<file path="config.mk">
export PLATFORM = sky130hd
export DESIGN_NAME = mi_burst_initiator
export DESIGN_NICKNAME = d
export VERILOG_FILES = /design/src/rtl/mi_burst_initiator.sv
export SDC_FILE = /design/constraint.sdc
export NUM_CORES = 1
export LEC_CHECK = 0
export CAP_MARGIN = 0
export CORE_MARGIN = 1.5
export CORE_UTILIZATION = 30
export DETAILED_ROUTE_END_ITERATION = 12
export PLACE_DENSITY = 0.53
export SYNTH_ARGS = -nofsm -noshare
export SYNTH_HDL_FRONTEND = slang
export SYNTH_SLANG_ARGS = --single-unit
</file>
<file path="constraint.sdc">
create_clock -name clk_i -period 5.8 [get_ports clk_i]
set_clock_uncertainty 0.05 [all_clocks]
set_input_delay 0.87 -clock clk_i [delete_from_list [all_inputs] [get_ports clk_i]]
set_output_delay 0.87 -clock clk_i [all_outputs]
set_load 0.01 [all_outputs]
</file>
<file path="src/rtl/mi_burst_initiator.sv">
// rtl/mi_burst_initiator.sv - single-burst initiator bridging a host line buffer to the MI port
//
// Purpose:
//   Accepts one host command at a time, issues it as a single MI burst command,
//   then streams line-buffer words out (write burst) or captures read beats into
//   the line buffer (read burst). Completion is a one-cycle done pulse with an
//   err status that stays valid until the next command is accepted.
//
// Ports:
//   clk_i, rst_i          clock, synchronous active-high reset
//   cmd_valid_i/ready_o   host command handshake (ready only while idle)
//   cmd_rw_i              1 = read burst, 0 = write burst
//   cmd_addr_i            first MI word address
//   cmd_len_i             beat count minus one
//   done_o, err_o         completion pulse and sticky completion status
//   buf_we_i/widx_i/wdata_i  host write port into the line buffer
//   buf_ridx_i/rdata_o    host combinational read port of the line buffer
//   mi_addr_o/len_o/rw_o  MI burst command fields, mi_valid_o/mi_ready_i handshake
//   mi_wdata_o            current write beat (buffer word at the beat index)
//   mi_wack_i/wlast_i     write beat consumed / final write beat
//   mi_rdata_i/rstb_i/rlast_i  read beat data / strobe / final read beat

module mi_burst_initiator #(
  parameter int AW      = 20,
  parameter int DEPTH   = 16,
  parameter int TIMEOUT = 4095,
  localparam int LW     = $clog2(DEPTH),
  localparam int CW     = LW + 1
) (
  input  logic          clk_i,
  input  logic          rst_i,
  // host command
  input  logic          cmd_valid_i,
  output logic          cmd_ready_o,
  input  logic          cmd_rw_i,
  input  logic [AW-1:0] cmd_addr_i,
  input  logic [LW-1:0] cmd_len_i,
  output logic          done_o,
  output logic          err_o,
  // host line buffer
  input  logic          buf_we_i,
  input  logic [LW-1:0] buf_widx_i,
  input  logic [31:0]   buf_wdata_i,
  input  logic [LW-1:0] buf_ridx_i,
  output logic [31:0]   buf_rdata_o,
  // MI initiator
  output logic [AW-1:0] mi_addr_o,
  output logic [6:0]    mi_len_o,
  output logic          mi_rw_o,
  output logic          mi_valid_o,
  input  logic          mi_ready_i,
  output logic [31:0]   mi_wdata_o,
  input  logic          mi_wack_i,
  input  logic          mi_wlast_i,
  input  logic [31:0]   mi_rdata_i,
  input  logic          mi_rstb_i,
  input  logic          mi_rlast_i
);

  typedef enum logic [1:0] {
    S_IDLE = 2'd0,
    S_CMD  = 2'd1,
    S_DATA = 2'd2,
    S_DONE = 2'd3
  } state_t;

  localparam logic [CW-1:0] IDX_MAX  = CW'(DEPTH - 1);
  localparam logic [11:0]   TMO_LAST = 12'(TIMEOUT - 1);

  state_t        state_q, state_d;
  logic [AW-1:0] addr_q, addr_d;
  logic [6:0]    len_q, len_d;
  logic          rw_q, rw_d;
  logic [CW-1:0] idx_q, idx_d;
  logic [CW-1:0] cnt_q, cnt_d;
  logic [11:0]   tmo_q, tmo_d;
  logic          sticky_q, sticky_d;
  logic          err_q, err_d;

  logic [31:0]   mem [DEPTH];

  logic          in_burst;
  logic          in_data;
  logic          mi_evt;
  logic          tmo_hit;
  logic          beat;
  logic          wrong_dir;
  logic          last_beat;
  logic          in_range;
  logic          final_err;
  logic          rd_wr;
  logic [7:0]    cnt_ext;
  logic [7:0]    len_ext;

  // Datapath helpers
  assign in_burst  = (state_q == S_CMD) || (state_q == S_DATA);
  assign in_data   = (state_q == S_DATA);
  // Any MI activity restarts the idle watchdog, even a strobe of the wrong direction.
  assign mi_evt    = mi_ready_i | mi_wack_i | mi_rstb_i;
  assign tmo_hit   = in_burst && !mi_evt && (tmo_q == TMO_LAST);

  // Beats only count in DATA; strobes in IDLE/CMD/DONE are simply dropped.
  assign beat      = in_data && (rw_q ? mi_rstb_i : mi_wack_i);
  assign wrong_dir = in_data && (rw_q ? mi_wack_i : mi_rstb_i);
  assign last_beat = beat && (rw_q ? mi_rlast_i : mi_wlast_i);

  assign cnt_ext   = 8'(cnt_q);
  assign len_ext   = {1'b0, len_q};
  // cnt_q counts beats already taken, so this beat is number cnt_q+1.
  assign in_range  = (cnt_ext <= len_ext);
  // Final beat must be beat number len+1, i.e. cnt_q == len before it lands.
  assign final_err = sticky_q | wrong_dir | (cnt_ext != len_ext);

  // Read beats own the buffer write port; an in-flight host write that cycle is dropped.
  assign rd_wr     = beat && rw_q && in_range && !rst_i;

  // Next-state logic
  always_comb begin
    state_d  = state_q;
    addr_d   = addr_q;
    len_d    = len_q;
    rw_d     = rw_q;
    idx_d    = idx_q;
    cnt_d    = cnt_q;
    tmo_d    = tmo_q;
    sticky_d = sticky_q;
    err_d    = err_q;

    if (in_burst) begin
      tmo_d = mi_evt ? 12'd0 : (tmo_q + 12'd1);
    end

    unique case (state_q)
      S_IDLE: begin
        if (cmd_valid_i) begin
          addr_d   = cmd_addr_i;
          len_d    = 7'(cmd_len_i);
          rw_d     = cmd_rw_i;
          idx_d    = '0;
          cnt_d    = '0;
          tmo_d    = '0;
          sticky_d = 1'b0;
          err_d    = 1'b0;
          state_d  = S_CMD;
        end
      end

      S_CMD: begin
        if (mi_ready_i) begin
          tmo_d   = '0;
          state_d = S_DATA;
        end else if (tmo_hit) begin
          err_d   = 1'b1;
          state_d = S_DONE;
        end
      end

      S_DATA: begin
        if (beat && in_range) begin
          cnt_d = cnt_q + CW'(1);
          // Saturate so the last legal beat leaves the index on the final word.
          if (idx_q != IDX_MAX) begin
            idx_d = idx_q + CW'(1);
          end
        end
        if ((beat && !in_range) || wrong_dir) begin
          sticky_d = 1'b1;
        end
        if (last_beat) begin
          err_d   = final_err;
          state_d = S_DONE;
        end else if (tmo_hit) begin
          err_d   = 1'b1;
          state_d = S_DONE;
        end
      end

      S_DONE: begin
        state_d = S_IDLE;
      end

      default: begin
        state_d = S_IDLE;
      end
    endcase
  end

  // State registers
  always_ff @(posedge clk_i) begin
    if (rst_i) begin
      state_q  <= S_IDLE;
      addr_q   <= '0;
      len_q    <= '0;
      rw_q     <= 1'b0;
      idx_q    <= '0;
      cnt_q    <= '0;
      tmo_q    <= '0;
      sticky_q <= 1'b0;
      err_q    <= 1'b0;
    end else begin
      state_q  <= state_d;
      addr_q   <= addr_d;
      len_q    <= len_d;
      rw_q     <= rw_d;
      idx_q    <= idx_d;
      cnt_q    <= cnt_d;
      tmo_q    <= tmo_d;
      sticky_q <= sticky_d;
      err_q    <= err_d;
    end
  end

  // Line buffer: contents are not reset.
  always_ff @(posedge clk_i) begin
    if (rd_wr) begin
      mem[idx_q[LW-1:0]] <= mi_rdata_i;
    end else if (buf_we_i) begin
      mem[buf_widx_i] <= buf_wdata_i;
    end
  end

  // Outputs; handshake/status outputs are forced low while reset is held.
  assign cmd_ready_o = (state_q == S_IDLE) && !rst_i;
  assign mi_valid_o  = (state_q == S_CMD) && !rst_i;
  assign done_o      = (state_q == S_DONE) && !rst_i;
  assign err_o       = err_q && !rst_i;

  assign mi_addr_o   = addr_q;
  assign mi_len_o    = len_q;
  assign mi_rw_o     = rw_q;
  assign mi_wdata_o  = mem[idx_q[LW-1:0]];
  assign buf_rdata_o = mem[buf_ridx_i];

endmodule
</file>
==> results.cfg <==
[cts]
clk_pin_slew_ns = 0.05
cts_root_buf = sky130_fd_sc_hd__clkbuf_16
cts_tree = yes
cts_max_path_buffers = 3
cts_buffers = 69
worstSkewPairLatency_ns = 0.60
resized_after_cts = 0
cts_setup_buffers = 0
cts_max_level = 3
cts.sinks = 567
cts_hold_buf = 0

[die]
die_width_um = 300
core_region_area_mm2 = 0.0870
die_area_mm2 = 0.0898
ios = 202
initial_standard_cell_utilization_of_the_core_pct = 30.3
standard_cell_row_count = 108
die_height_um = 300

[yosys]
ys_seq_area_share_pct = 62.4
asyncSetResetFlopFracSynth_pct = 0
syn-mean-instance-area_um2 = 19.9
synthTopCellsByCount = 512 x sky130_fd_sc_hd__edfxtp_1, 320 x sky130_fd_sc_hd__mux4_2, 71 x sky130_fd_sc_hd__nand2_1, 56 x sky130_fd_sc_hd__clkbuf_1, 55 x sky130_fd_sc_hd__dfxtp_1
ys_dominant_reg_cell = sky130_fd_sc_hd__edfxtp_1
synthDominantAreaCellType = sky130_fd_sc_hd__edfxtp_1
synthMostInstantiatedCell = sky130_fd_sc_hd__edfxtp_1
synth.distinct_cells = 62
dominant_cells_by_area_after_synthesis = sky130_fd_sc_hd__edfxtp_1 58%, sky130_fd_sc_hd__mux4_2 27%, sky130_fd_sc_hd__dfxtp_1 4.2%, sky130_fd_sc_hd__mux2_4 1.7%, sky130_fd_sc_hd__nand2_1 1.0%
number_of_enable_flip_flop_cells_after_synthesis = 512
ys_ff_latch = 567
yosysTopAreaCellShare_pct = 58.3
post_synth_instance_area_mm2 = 0.0264
syn_inst = 1325
yosys_warnings = 0

[worst_setup_path]
timing.critical_path.mode_cell = sky130_fd_sc_hd__mux4_2
worst_setup_path_start_kind = flip-flop
worst-endpoint-required_ns = 4.88
cp_num_buf_inv = 2
reg2reg_depth = 8
timing.critical_path.depth = 4
path_class = flip-flop to primary output
critPathSlowestCell = sky130_fd_sc_hd__dfxtp_4
arrival_ns = 3.42
path_cells = buf_4 -> mux4_2 -> mux4_2 -> clkdlybuf4s50_1
regToRegEndpoint = mem[7][0]
timing.critical_path.to = mi_wdata_o[28]
crit_end_element = primary output
worst_path_largest_cell_delay_ns = 0.75
critical_path.top_delay_family = multiplexers
critical_path_peak_fanout = 26
r2r_slack_ns = 2.14
reg2reg_from = state_q[0]

[timing]
timing.final.ws_setup_ns = 1.46
maxClockFrequency_mhz = 230
tightestPinTransition_ns = 1.08
maxSlewViolCount = 0
fin_hold_ws_ns = 0.408
setup_repair_after_global_routing_missed_its_margin = no
timing.setup.tns_ns = 0
fin_crit_ns = 4.34
hold_violations = 0
final_setup_violation_count = 0
maxSlewHeadroom_pct = 27.8
fin_crit_sh_pct = 74.8

[final_layout]
final_core_util_pct = 37.0
layout.nets = 1662
fraction_of_layout_cells_with_a_size_suffix_above_1_pct = 33.3
area_growth_pct = 22.1

[drt]
num_vias = 14447
firstDrtPassIters = 5
postRouteAntennaNets = 0
routed_wl_um = 73600
routed_via_density = 5.25
drt_drc_violations_left = 0
avgRoutedWirePerCell_um = 26.7
drt_iter0_drc = 1097

[min_path]
hold_class = flip-flop to flip-flop
worst_hold_startpoint = mi_addr_o[12]

[grt]
global_route.overflow_total = 0
grt_pass1_vias = 15601
antenna_found_initial = 0
maximum_number_of_pins_on_one_net_before_global_route_repair = 64
track_usage_pct = 16.6
grt_first_pass_wirelength_um = 107000

[power_and_ir_drop]
max_rail_drop_vdd_uv = 185
sw_frac_of_total_pct = 23.5
comb_power_share_pct = 10.2
clock_power_share_pct = 43.0
power.share.sequential_pct = 46.8
power.switching_uw = 2310
power-per-cell-area_mw_per_mm2 = 306
static_leakage_uw = 0.00986
intPower_uw = 7550

[status]
outcome = finished, final reports clean

[placed_design]
place_ws_ns = 1.46
place_congestion = 0.735
place_hpwl_um = 42000
port_buffers = 198

[flow_run]
maxCapViolations = 0
[stage by stage]
| stage | cell area, um^2 | cells | power, uW |
|---|---|---|---|
| 2_1_floorplan | 26400 | 1327 | 5290 |
| 3_3_place_gp | 30000 | 2625 | 5710 |
| 3_5_place_dp | 30000 | 2625 | 5730 |
| 4_1_cts | 32200 | 2749 | 10000 |
| 5_1_grt | 32200 | 2749 | 10200 |
| 6_report | 32200 | 2750 | 9860 |
[registers in the layout (all words and copies together), names as in the netlist, 2 cells and up, named ones only]
register and flops:
tmo_q 12, idx_q 5, mi_addr_o 20, mem 512, state_q 2, mi_len_o 4, cnt_q 5
[worst register-to-register path, delay by kind of cell, from the launching register on]
family                   cells  cell delay [ns]
AO/OA/AOI/OAI                1             0.15
adder cells (fa/ha/maj)      1             0.40
buffers and inverters        2             0.51
flip-flops                   1             0.36
multiplexers                 1             0.37
AND/OR/NAND/NOR              3             1.50
[placed cells by master (no fill, tap or decap), types with 6 or more instances in the layout]
cell type / instances
sky130_fd_sc_hd__clkdlybuf4s50_1: 194
sky130_fd_sc_hd__mux2_4: 30
sky130_fd_sc_hd__nand2_1: 71
sky130_fd_sc_hd__buf_12: 14
sky130_fd_sc_hd__clkbuf_1: 17
sky130_fd_sc_hd__edfxtp_1: 512
sky130_fd_sc_hd__o21ai_0: 13
sky130_fd_sc_hd__clkbuf_16: 70
sky130_fd_sc_hd__nor2b_1: 12
sky130_fd_sc_hd__inv_1: 15
sky130_fd_sc_hd__clkinv_1: 7
sky130_fd_sc_hd__buf_4: 29
sky130_fd_sc_hd__nand3_1: 11
sky130_fd_sc_hd__a311oi_1: 6
sky130_fd_sc_hd__dfxtp_1: 51
sky130_fd_sc_hd__nor2_4: 16
sky130_fd_sc_hd__ha_1: 15
sky130_fd_sc_hd__nor2_1: 29
sky130_fd_sc_hd__clkinv_2: 10
sky130_fd_sc_hd__mux4_2: 320
sky130_fd_sc_hd__nor3_1: 7
sky130_fd_sc_hd__a21oi_1: 36
[power groups by stage]
stage / Sequential, uW / Combinational [uW] / Clock [uW]
after global placement: 4700 / 1010 / 0
final: 4620 / 1010 / 4240
after global routing: 4630 / 1090 / 4510
after CTS: 4620 / 1030 / 4350
after detailed placement: 4700 / 1030 / 0
after floorplan: 4700 / 595 / 0
[worst min-delay path by stage]
stage | cells after the start | endpoint | slack, ns
3_3_place_gp | 2 | mi_addr_o[14] | 0.39
4_1_cts | 2 | mi_addr_o[9] | 0.41
5_1_grt | 2 | mi_addr_o[12] | 0.43
2_1_floorplan | 2 | sticky_q | 0.38
3_5_place_dp | 2 | mi_addr_o[14] | 0.40
6_report | 2 | mi_addr_o[12] | 0.41
[layer usage]
layer	GRT usage (%)	share of wire (%)
met5	0	0
met4	4.80	2.1
met3	2.60	4.8
met2	28.3	51
met1	21.8	43
[kinds of logic (layout without fill, tap and decap cells)]
logic type / Yosys count / in the layout / synth area share, %
adder cells (fa/ha/maj): 15 / 15 / 0.711
buffers and inverters: 112 / 379 / 1.93
other: 1 / 4 / 0.0142
XOR/XNOR: 3 / 3 / 0.0996
AO/OA/AOI/OAI: 92 / 92 / 2.32
flip-flops: 567 / 567 / 62.4
AND/OR/NAND/NOR: 177 / 177 / 3.17
multiplexers: 358 / 358 / 29.3
[cell type report]
class                           count  area [um^2]
Fill cell                        7969        54800
Clock inverter                     33          367
Clock buffer                       91         1860
Multi-Input combinational cell    648         9540
Tap cell                         1155         1450
Inverter                           15         56.3
Timing Repair Buffer              240         2460
Antenna cell                        1         2.50
Sequential cell                   567        16500
Note: power is estimated with default switching activity, not from simulation.
==> patch 1 (same flow settings) <==
Change the parameter `AW` from 20 to 10.
--- a/src/rtl/mi_burst_initiator.sv
+++ b/src/rtl/mi_burst_initiator.sv
@@ -23,3 +23,3 @@
 module mi_burst_initiator #(
-  parameter int AW      = 20,
+  parameter int AW      = 10,
   parameter int DEPTH   = 16,
Ports: changed (resized cmd_addr_i and mi_addr_o); port bits go from 202 to 182. No check against the original RTL was run, so the function may have changed too.
==> patch 1 against the unedited design <==
  * Setup slack got worse by 0.22 ns
  * Final area down 2.9%
  * Power is 6.2% lower
  * Synthesized area fell by 1.9%
  * Wire length is 0.82% lower
  * First-iteration DRC count up 8.0%
  * Clock power is 6.1% lower
  * Sequential cell count shrank 10
  * Combinational power decreased by 25%
  * Largest power group unchanged
==> patch 1: results (changes against the unedited design) <==
Placed design
  – DP Wirelength: 41500 µm (-1.3%)
  – Place WS: 1.45 ns (-0.00153 ns)
  – Number of port buffers: 178 (-10%)
  – Instance area after placement: 29200 µm² (-2.5%)
  – Number of cells after detailed placement: 2544 (-3.1%)
  – Gpl congestion: 0.722 (-1.8%)

Routing
  – M1 WL: 30600 µm (-2.3%)
  – Detail-routed via count per cell: 5.28 (+0.46%)
  – Wire length on met2: 37100 µm (-0.24%)
  – Total via count after detailed routing: 14000 (-2.9%)
  – Wire length per cell after detailed routing: 27.5 µm (+2.7%)
  – Metal3 WL: 3600 µm (+1.3%)

Layout
  – FILL cells: 7890 (-0.99%)
  – Signal buf overhead: 0.0692 (-0.00723)
  – Clock buffer count: 65 (-29%)
  – Multi-input logic area: 9300 µm² (-2.5%)
  – Bufs w/o clock: 215 (-10%)
  – Non-CTS inverters: 12 (-3)
  – Number of nets in the layout: 1573 (-5.4%)
  – Register area: 16300 µm² (-1.2%)
  – Ratio of cells with drive above 1 in the final layout: 0.341 (+0.00792)
  – Diode count: 0 (-1)
  – Multi-input gates: 616 (-4.9%)
  – Area growth from synthesis to layout: 20.8%

Pwr
  – Net Sw Frac: 0.228 (-0.00711)
  – Maximum VDD drop: 254 µV (+37%)
  – Leakage power total: 9.41 nW (-4.6%)

Logic synthesis
  – Top post-synthesis cells by area: edfxtp_1, mux4_2, dfxtp_1, mux2_2, ha_1
  – Post-synthesis sequential area ratio: 0.628 (+0.00418)
  – Count of different cell masters after synthesis: 56 (-9.7%)
  – Number of cells produced by synthesis: 1274 (-3.8%)
  – Share of the synthesized netlist area taken by xor and xnor gates: 0.00101 (+0.0000190)
  – Compound-Gate Fraction of Synth Area: 0.0214 (-0.00178)
  – Leading cell types by count after synthesis: edfxtp_1, mux4_2, nand2_1

Timing
  – Worst hold slack: 0.402 ns (-0.00642 ns)
  – Remaining max-slew budget at the tightest pin: 0.318 (+0.0402)

Critical path
  – Critical Path Max Stage Delay: 1.00 ns (+0.25 ns)
  – Highest net fanout along the worst path: 51 (+96%)
  – Kind of cell with the highest combined delay on the critical path: buffers and inverters
  – Setup slack, reg-to-reg: 2.18 ns (+0.04 ns)
  – CP Data Arrival Time: 3.64 ns (+0.22 ns)
  – Critical path's slowest cell: dfxtp_4

Outcome
  – Status: finished clean

Global routing
  – Global routing usage on met1: 0.216 (-0.00269)
  – Via count of the first global-routing pass: 15100 (-3.0%)
  – Met3 track demand over resource: 0.0304 (+0.00434)
  – Overall Global Routing Usage: 0.166 (+0.000227)

CTS
  – Clock insertion delay at the later pin of the skew report: 0.63 ns (+0.03 ns)
  – Number of buffers created by CTS: 60 (-13%)
  – Clock tree sinks: 557 (-1.8%)
  – H-tree levels: 2 (-1)

Floorplanning
  – Standard-cell rows: 107 (-0.93%)
patch 1: cell count changes after synthesis, moves of 5 or more:
cell	unedited run	this run
buf_1	3	8
clkbuf_1	56	43
dfxtp_1	55	45
mux2_2	3	33
mux2_4	30	0
nand2_1	71	47
patch 1: power by group through the flow:
stage | Sequential, mW | Clock (mW) | Combinational (mW)
2_1_floorplan | 4.60 | 0 | 0.431
3_3_place_gp | 4.60 | 0 | 0.768
3_5_place_dp | 4.60 | 0 | 0.776
4_1_cts | 4.52 | 4.08 | 0.779
5_1_grt | 4.52 | 4.23 | 0.820
6_report | 4.52 | 3.98 | 0.759
patch 1: worst paths after layout:
| check | start | endpoint | cells past startpoint |
|---|---|---|---|
| worst max register to register | mi_len_o[2] | mem[12][23] | 8 |
| worst max-delay path | flop | mi_wdata_o[31] | 4 |
| worst min-delay path | mi_addr_o[4] | mi_addr_o[4] | 2 |
| worst min register to register | mi_addr_o[4] | mi_addr_o[4] | 2 |
